File: src/rtl/rf_line_capture_if.sv
// Sample/handshake bundle between the ADC front end, the capture stage and the
// input sample FIFO. The capture stage connects through the master modport.
interface rf_line_capture_if #(
  parameter int ADC_WIDTH  = 12,
  parameter int DATA_WIDTH = 16
);
  logic                  adc_valid;
  logic [ADC_WIDTH-1:0]  adc_data;
  logic                  trigger;
  logic                  ready_in;
  logic                  out_valid;
  logic [DATA_WIDTH-1:0] data_out;
  logic                  out_last;
  logic                  busy;
  logic                  line_done;
  logic [15:0]           line_count;
  logic [15:0]           drop_count;
  logic                  overflow;
  logic                  retrig_err;

  modport master (
    input  adc_valid, adc_data, trigger, ready_in,
    output out_valid, data_out, out_last, busy, line_done,
           line_count, drop_count, overflow, retrig_err
  );

  modport slave (
    output adc_valid, adc_data, trigger, ready_in,
    input  out_valid, data_out, out_last, busy, line_done,
           line_count, drop_count, overflow, retrig_err
  );
endinterface

File: src/rtl/rf_line_capture.sv
// Per-channel capture stage: skips START_DELAY samples after a trigger, then
// forwards SAMPLES_PER_LINE samples as two's complement through a one-entry register.
module rf_line_capture #(
  parameter int ADC_WIDTH        = 12,
  parameter int DATA_WIDTH       = 16,
  parameter int SAMPLES_PER_LINE = 1024,
  parameter int START_DELAY      = 0,
  parameter int CNT_WIDTH        = $clog2(SAMPLES_PER_LINE + START_DELAY + 1)
) (
  input  logic clk,
  input  logic reset,
  rf_line_capture_if.master bus
);

  typedef enum logic [1:0] {IDLE, DELAY, CAPTURE, DRAIN} state_t;

  localparam logic [CNT_WIDTH-1:0] LAST_IDX   = CNT_WIDTH'(SAMPLES_PER_LINE - 1);
  localparam logic [CNT_WIDTH-1:0] DELAY_LAST = CNT_WIDTH'((START_DELAY > 0) ? START_DELAY - 1 : 0);

  state_t                r_state, w_state_nxt;
  logic [CNT_WIDTH-1:0]  r_cnt, w_cnt_nxt;
  logic                  r_valid, w_valid_nxt;
  logic [DATA_WIDTH-1:0] r_data, w_data_nxt;
  logic                  r_last, w_last_nxt;
  logic                  r_line_done, w_line_done_nxt;
  logic [15:0]           r_line_count, w_line_count_nxt;
  logic [15:0]           r_drop_count, w_drop_count_nxt;
  logic                  r_overflow, w_overflow_nxt;
  logic                  r_retrig, w_retrig_nxt;

  logic                  w_accept;
  logic [ADC_WIDTH-1:0]  w_conv;
  logic [DATA_WIDTH-1:0] w_sample;

  // Offset-binary to two's complement is an MSB flip; the signed cast sign-extends.
  assign w_accept = r_valid && bus.ready_in;
  assign w_conv   = {~bus.adc_data[ADC_WIDTH-1], bus.adc_data[ADC_WIDTH-2:0]};
  assign w_sample = DATA_WIDTH'($signed(w_conv));

  always_ff @(posedge clk) begin
    if (reset) begin
      r_state      <= IDLE;
      r_cnt        <= '0;
      r_valid      <= 1'b0;
      r_data       <= '0;
      r_last       <= 1'b0;
      r_line_done  <= 1'b0;
      r_line_count <= '0;
      r_drop_count <= '0;
      r_overflow   <= 1'b0;
      r_retrig     <= 1'b0;
    end else begin
      r_state      <= w_state_nxt;
      r_cnt        <= w_cnt_nxt;
      r_valid      <= w_valid_nxt;
      r_data       <= w_data_nxt;
      r_last       <= w_last_nxt;
      r_line_done  <= w_line_done_nxt;
      r_line_count <= w_line_count_nxt;
      r_drop_count <= w_drop_count_nxt;
      r_overflow   <= w_overflow_nxt;
      r_retrig     <= w_retrig_nxt;
    end
  end

  always_comb begin
    w_state_nxt      = r_state;
    w_cnt_nxt        = r_cnt;
    w_valid_nxt      = r_valid;
    w_data_nxt       = r_data;
    w_last_nxt       = r_last;
    w_line_done_nxt  = 1'b0;
    w_line_count_nxt = r_line_count;
    w_drop_count_nxt = r_drop_count;
    w_overflow_nxt   = r_overflow;
    w_retrig_nxt     = r_retrig;

    if (w_accept) w_valid_nxt = 1'b0;
    if (bus.trigger && (r_state != IDLE)) w_retrig_nxt = 1'b1;

    case (r_state)
      IDLE: begin
        if (bus.trigger) begin
          w_cnt_nxt = '0;
          if (START_DELAY > 0) w_state_nxt = DELAY;
          else                 w_state_nxt = CAPTURE;
        end
      end
      DELAY: begin
        if (bus.adc_valid) begin
          if (r_cnt == DELAY_LAST) begin
            w_cnt_nxt   = '0;
            w_state_nxt = CAPTURE;
          end else begin
            w_cnt_nxt = r_cnt + CNT_WIDTH'(1);
          end
        end
      end
      CAPTURE: begin
        // A strobe counts toward the line length even when it has to be dropped.
        if (bus.adc_valid) begin
          w_cnt_nxt = r_cnt + CNT_WIDTH'(1);
          if (!r_valid || w_accept) begin
            w_valid_nxt = 1'b1;
            w_data_nxt  = w_sample;
            w_last_nxt  = (r_cnt == LAST_IDX);
          end else begin
            if (r_drop_count != 16'hFFFF) w_drop_count_nxt = r_drop_count + 16'd1;
            w_overflow_nxt = 1'b1;
          end
          if (r_cnt == LAST_IDX) w_state_nxt = DRAIN;
        end
      end
      DRAIN: begin
        if (!r_valid || w_accept) begin
          w_line_done_nxt  = 1'b1;
          w_line_count_nxt = r_line_count + 16'd1;
          w_state_nxt      = IDLE;
        end
      end
      default: w_state_nxt = IDLE;
    endcase
  end

  assign bus.out_valid  = r_valid;
  assign bus.data_out   = r_data;
  assign bus.out_last   = r_last;
  assign bus.busy       = (r_state != IDLE);
  assign bus.line_done  = r_line_done;
  assign bus.line_count = r_line_count;
  assign bus.drop_count = r_drop_count;
  assign bus.overflow   = r_overflow;
  assign bus.retrig_err = r_retrig;

endmodule

File: src/flat_wrapper.sv
// flat-port wrapper written by rule: the top's interface ports become plain ports
module rf_line_capture_flat 
#(
  parameter int ADC_WIDTH        = 12,
  parameter int DATA_WIDTH       = 16,
  parameter int SAMPLES_PER_LINE = 1024,
  parameter int START_DELAY      = 0,
  parameter int CNT_WIDTH        = $clog2(SAMPLES_PER_LINE + START_DELAY + 1)
)
  (clk, reset, bus_adc_valid, bus_adc_data, bus_trigger, bus_ready_in, bus_out_valid, bus_data_out, bus_out_last, bus_busy, bus_line_done, bus_line_count, bus_drop_count, bus_overflow, bus_retrig_err);
  rf_line_capture_if #(.ADC_WIDTH(ADC_WIDTH), .DATA_WIDTH(DATA_WIDTH)) bus_i ();
  input  logic clk;
  input  logic reset;
  input wire logic [$bits(bus_i.adc_valid)-1:0] bus_adc_valid;
  input wire logic [$bits(bus_i.adc_data)-1:0] bus_adc_data;
  input wire logic [$bits(bus_i.trigger)-1:0] bus_trigger;
  input wire logic [$bits(bus_i.ready_in)-1:0] bus_ready_in;
  output wire logic [$bits(bus_i.out_valid)-1:0] bus_out_valid;
  output wire logic [$bits(bus_i.data_out)-1:0] bus_data_out;
  output wire logic [$bits(bus_i.out_last)-1:0] bus_out_last;
  output wire logic [$bits(bus_i.busy)-1:0] bus_busy;
  output wire logic [$bits(bus_i.line_done)-1:0] bus_line_done;
  output wire logic [$bits(bus_i.line_count)-1:0] bus_line_count;
  output wire logic [$bits(bus_i.drop_count)-1:0] bus_drop_count;
  output wire logic [$bits(bus_i.overflow)-1:0] bus_overflow;
  output wire logic [$bits(bus_i.retrig_err)-1:0] bus_retrig_err;
  assign bus_i.adc_valid = bus_adc_valid;
  assign bus_i.adc_data = bus_adc_data;
  assign bus_i.trigger = bus_trigger;
  assign bus_i.ready_in = bus_ready_in;
  assign bus_out_valid = bus_i.out_valid;
  assign bus_data_out = bus_i.data_out;
  assign bus_out_last = bus_i.out_last;
  assign bus_busy = bus_i.busy;
  assign bus_line_done = bus_i.line_done;
  assign bus_line_count = bus_i.line_count;
  assign bus_drop_count = bus_i.drop_count;
  assign bus_overflow = bus_i.overflow;
  assign bus_retrig_err = bus_i.retrig_err;
  rf_line_capture #(.ADC_WIDTH(ADC_WIDTH), .DATA_WIDTH(DATA_WIDTH), .SAMPLES_PER_LINE(SAMPLES_PER_LINE), .START_DELAY(START_DELAY), .CNT_WIDTH(CNT_WIDTH)) u_core (.clk(clk), .reset(reset), .bus(bus_i));
endmodule
File: config.mk
export PLATFORM = sky130hd
export DESIGN_NAME = rf_line_capture_flat
export DESIGN_NICKNAME = d
export VERILOG_FILES = /design/src/rtl/rf_line_capture_if.sv /design/src/rtl/rf_line_capture.sv /design/src/flat_wrapper.sv
export SDC_FILE = /design/constraint.sdc
export NUM_CORES = 1
export LEC_CHECK = 0
export BUFFER_PORTS_ARGS = -buffer_cell sky130_fd_sc_hd__buf_2
export CORE_UTILIZATION = 35
export CTS_BUF_LIST = sky130_fd_sc_hd__clkbuf_16
export DETAILED_ROUTE_END_ITERATION = 12
export HOLD_SLACK_MARGIN = 0.03
export PLACE_DENSITY_LB_ADDON = 0.08
export SYNTH_ARGS = -nofsm -noshare
export SYNTH_HDL_FRONTEND = slang
export SYNTH_SLANG_ARGS = --single-unit
File: constraint.sdc
create_clock -name clk -period 2.2 [get_ports clk]
set_input_delay 0.22 -clock clk [delete_from_list [all_inputs] [get_ports clk]]
set_output_delay 0.22 -clock clk [all_outputs]
set_load 0.005 [all_outputs]
### Yosys cells after proc, flatten, opt, wreduce, memory -nomap -nowiden

Cells that the tools add are included.

| word-level totals | value |
|---|---|
| word-level logic and storage cells | 59 |
| bits in registers | 62 |
| bits of input ports | 17 |
| output and inout bits | 54 |

| cells by class | value |
|---|---|
| add/sub/neg operators | 3 |
| reduce and logical (&&, ||, !) cells | 15 |
| multiplexer cells | 17 |
| equality and inequality tests | 11 |
| bitwise operators | 3 |

Operators with widths:

| kind | number |
|---|---|
| $mux W11 | 4 |
| $pmux W11 S3 | 1 |
| $add A16 B1 Y16 const B | 2 |
| $ne A16 B16 Y1 const B | 1 |
| $mux W2 | 6 |
| $add A11 B1 Y11 const B | 1 |
| $eq A11 B10 Y1 const B | 1 |
| $logic_not A11 Y1 | 1 |
| $pmux W2 S4 | 1 |
| $reduce_and A4 Y1 | 2 |
| $ne A2 B1 Y1 const B | 3 |
| $ne A2 B2 Y1 const B | 3 |
| $reduce_and A3 Y1 | 2 |
| $reduce_and A6 Y1 | 1 |
| $mux W1 | 5 |
| $eq A2 B2 Y1 const B | 2 |
| $not A1 Y1 | 3 |
| $reduce_bool A3 Y1 | 1 |
| $eq A2 B1 Y1 const B | 1 |
| $logic_and A1 B1 Y1 | 2 |
| $logic_not A2 Y1 | 1 |
| $reduce_and A2 Y1 | 1 |
| $reduce_bool A2 Y1 | 1 |
| $reduce_or A2 Y1 | 1 |
| 2 further kinds | 2 |

### Depth between registers and ports, before layout

| depth | value |
|---|---|
| word-level depth | 5 |
| gate-level depth with buffers | 7 |
| gate-level depth less buffers | 6 |

### Worst setup path before layout

OpenSTA, ideal clock, no wires.

| timing | value |
|---|---|
| path type | reg2reg |
| start | register u_core.r_state[0] |
| end | register u_core.r_cnt[9] |
| data required time | 2.130 ns |
| setup time | 0.070 ns |
| cell stages (with the launch flop) | 7 |
| data arrival time | 1.731 ns |
| path slack | 0.399 ns |
| buffers on the path | 0 |
| clock period less this slack | 1.801 ns |
| cells stage by stage | dfxtp_1 > inv_1 > ha_1 > o21bai_2 > nand3_2 > or4_1 > a21oi_1 |

| on the way | value |
|---|---|
| cells in the longest elaborated chain, start to end | 3 |
| elaborated cells between the ends (all ways) | 9 |
| classes of those cells | eq/ne: 5; mux: 1; reduce/logical: 3 |

RTL lines:

| what | line | source |
|---|---|---|
| from (decl) | rf_line_capture.sv:20 | `state_t r_state, w_state_nxt;` |
| from (signal assigned) | rf_line_capture.sv:53 | `r_state <= w_state_nxt;` |
| $eq A2 B2 Y1 (tied with other cells) | rf_line_capture.sv:81 | `case (r_state)` |
| $ne A2 B2 Y1 (no line) / $reduce_bool A3 Y1 (equally long branches) | n/a |  |
| $reduce_and A4 Y1 (no line) | n/a |  |
| to (signal assigned) | rf_line_capture.sv:54 | `r_cnt <= w_cnt_nxt;` |
| to (decl) | rf_line_capture.sv:21 | `logic [CNT_WIDTH-1:0] r_cnt, w_cnt_nxt;` |

Several ways; a longest one is shown, not always the timed one.
A chain may end at the register's enable or synchronous reset.

### Worst setup path after layout

Ends and elaborated chain as after synthesis.

==> flow_summary.json <==
{
  "cp.arrival_ns": 2.28,
  "min_path_type": "in -> reg",
  "yosysSeqAreaShare_pct": 42.7,
  "core_um2": 7890,
  "gp_congestion": 0.718,
  "async_flop_share_pct": 0,
  "avgSynthCellArea_um2": 8.47,
  "fin_tns_setup_ns": 0,
  "initial_core_util_pct": 36.8,
  "avgViaCountPerCell": 5.08,
  "fp-row-count": 32,
  "cts-root-buf": "clkbuf_16",
  "synthMuxAreaShare_pct": 0.689,
  "path_max_fanout": 9,
  "yosysUniqueCellTypes": 39,
  "grt_start_max_net_pins": 34,
  "place_hpwl_um": 4620,
  "finalCriticalPeriod_ns": 2.02,
  "synth_compound_area_share_pct": 17.9,
  "htree_num_levels": 3,
  "synth-seq-cells": 62,
  "grt_pass1_wl_um": 11200,
  "regArea_um2": 1240,
  "drive_gt1_share_pct": 24.6,
  "slew_headroom_pct": 72.1,
  "fin_nets": 444,
  "ant_nets": 0,
  "die_width_um": 93.1,
  "rsz0062_at_grt": "no",
  "status": "finished clean",
  "drt-total-wl_um": 6670,
  "hold_violations": 0,
  "critPathKind": "reg -> reg",
  "drtIter0Drc": 119,
  "n_antenna_cell": 0,
  "die_area_um2": 8670,
  "setup_viol": 0,
  "fillCellCount": 777,
  "multi_input_area_um2": 1520,
  "synthesis.nets": 370,
  "post-route-period-util_pct": 91.9,
  "clk_latency_ns": 0.33,
  "dpl.cell_count": 506,
  "synth-simple-area-share_pct": 26.4,
  "synth_top_family_by_area": "simple AND/OR/NAND/NOR gates",
  "synthXorXnorAreaFrac_pct": 3.01,
  "layout.cells.non_filler": 524,
  "synth_fa_ha_area_share_pct": 4.30,
  "yosys.area.top_type": "dfxtp_1",
  "cp-end-kind": "register",
  "num_vias": 2663,
  "clock_path_buffers": 2,
  "ys.flop_type": "dfxtp_1",
  "yosys.area.top_type_share_pct": 42.7,
  "synthCells": 343,
  "cts_buffers": 9,
  "leakagePower_nw": 1.46,
  "drv_cap": 0,
  "clk_pin_slew_ns": 0.05,
  "maxSlewViolCount": 0,
  "syn_to_final_growth_pct": 27.3,
  "fin_skew_ns": 0.00663,
  "wire_per_inst_um": 12.7,
  "drc_errors": 0,
  "grt_overflow": 0,
  "io_pins": 71,
  "post_synth_instance_area_um2": 2910,
  "ys_warn_count": 0,
  "track_usage_pct": 16.4,
  "grt_pass1_vias": 2397,
  "dr.pass1.iters": 4,
  "vdd_drop_max_mv": 0.501,
  "dp_slack_ns": 0.148,
  "cts_sinks": 62,
  "synthTopCellsByArea": "dfxtp_1 (43%), a21oi_1 (7.7%), nand2_1 (5.0%)",
  "antenna_found_initial": 0,
  "tightest_slew_ns": 0.418,
  "cts_tree": "built",
  "die_h_um": 93.1,
  "critPathLaunchType": "register",
  "io_buffer_count": 70,
  "synth_edf_count": 0,
  "cts_resized": 0,
  "powerDensity_nw_per_um2": 844,
  "worstPathRequired_ns": 2.46,
  "fmax_mhz": 494,
  "setup_slack_ns": 0.177
}
-- stage by stage --
step	power, mW	area, um2	utilization (%)	hold slack, ns
3_5_place_dp	1.63	3360	42.6	0.406
6_report	3.12	3700	46.9	0.0731
4_1_cts	3.16	3690	46.7	0.0621
3_3_place_gp	1.62	3360	42.6	0.410
5_1_grt	3.27	3700	46.9	0.0897
2_1_floorplan	1.50	2910	-	0.316
-- cell usage in the layout, fill, tap and decap left out, drive strengths merged, types with 2 or more instances in the layout --
| master | count |
|---|---|
| or3 | 16 |
| mux2i | 2 |
| xor2 | 8 |
| dfxtp | 62 |
| nor2 | 18 |
| clkinv | 2 |
| or4 | 17 |
| nand2b | 3 |
| o31ai | 17 |
| nand4 | 13 |
| ha | 10 |
| or2 | 2 |
| xnor2 | 2 |
| nand3 | 14 |
| clkinvlp | 2 |
| nand2 | 39 |
| nor3 | 2 |
| a211oi | 2 |
| o31a | 2 |
| a21oi | 45 |
| and4 | 3 |
| inv | 16 |
| o21ai | 15 |
| buf | 81 |
| and3 | 4 |
| clkbuf | 9 |
| and2 | 3 |
| bufinv | 2 |
-- sequential cells by signal, indices dropped and copies added (netlist names) --
name and flops:
u_core.bus.out_last 1, u_core.r_state 2, u_core.r_cnt 11, u_core.bus.overflow 1, u_core.bus.retrig_err 1, u_core.bus.line_done 1
u_core.bus.line_count 16, u_core.bus.drop_count 16, u_core.bus.out_valid 1, u_core.bus.data_out 12
-- critical path, stage by stage, from the launching register on --
cell and delay [ns]:
dfxtp_1 0.38, inv_1 0.11, ha_1 0.30, o21bai_2 0.25
nand3_2 0.23, or4_1 0.54, a21oi_1 0.15
-- timing repair --
item,in CTS,in global routing
setup endpoints to repair,0,3
hold buffers,0,0
hold endpoints to repair,0,0
setup buffers,0,2
-- Yosys cell counts (all sizes together), types with 2 or more instances --
master  count
or3        16
nand3      14
buf         9
nor3        2
a211oi      2
nor2       18
or2         2
ha         10
a21oi      45
nand2      39
dfxtp      62
o31ai      17
o21ai      15
nand4      13
mux2i       2
and4        3
or4        17
xor2        8
nand2b      3
and2        3
o31a        2
inv        15
and3        4
xnor2       2
clkbuf      9
-- cell families (layout without fill, tap and decap cells) --
group           after synthesis  in the layout
fa+ha+maj                    10             10
compound gates               87             87
flops                        62             62
simple gates                139            139
buf+inv                      33            112
xor+xnor                     10             10
mux                           2              2
-- routing by layer --
layer	GRT usage, %	up-vias	part of all wire (%)
li1	-	1397	-
met1	22.3	1182	51
met2	24.4	76	43
met3	4.63	8	5.2
met4	6.54	0	1.3
met5	0	-	0
-- final timing paths --
| kind | depth (start not counted) | to | slack (ns) | from |
|---|---|---|---|---|
| worst max-delay path | 6 | u_core.r_cnt[9] | 0.18 | u_core.r_state[0] |
| worst min-delay path | 2 | u_core.bus.data_out[11] | 0.07 | bus_adc_data[11] |
| worst max register to register | 6 | u_core.r_cnt[9] | 0.18 | u_core.r_state[0] |
| worst min register to register | 2 | u_core.bus.data_out[2] | 0.45 | u_core.bus.data_out[2] |
-- layout make-up --
cell class / instances / share of cell area (%)
sequential: 62 / 33.5
multi-input combinational: 248 / 41.1
timing repair buffer: 81 / 11.7
tap: 102 / 3.45
inverter: 15 / 1.52
clock buffer: 9 / 6.09
clock inverter: 7 / 2.64
-- report_power, final --
part           switching, mW  total [mW]  internal (mW)
combinational          0.230       0.393          0.163
sequential            0.0361        1.21           1.17
clock                  0.531        1.52          0.994
total                  0.797        3.12           2.33
Power figures use the tool's default switching activity.
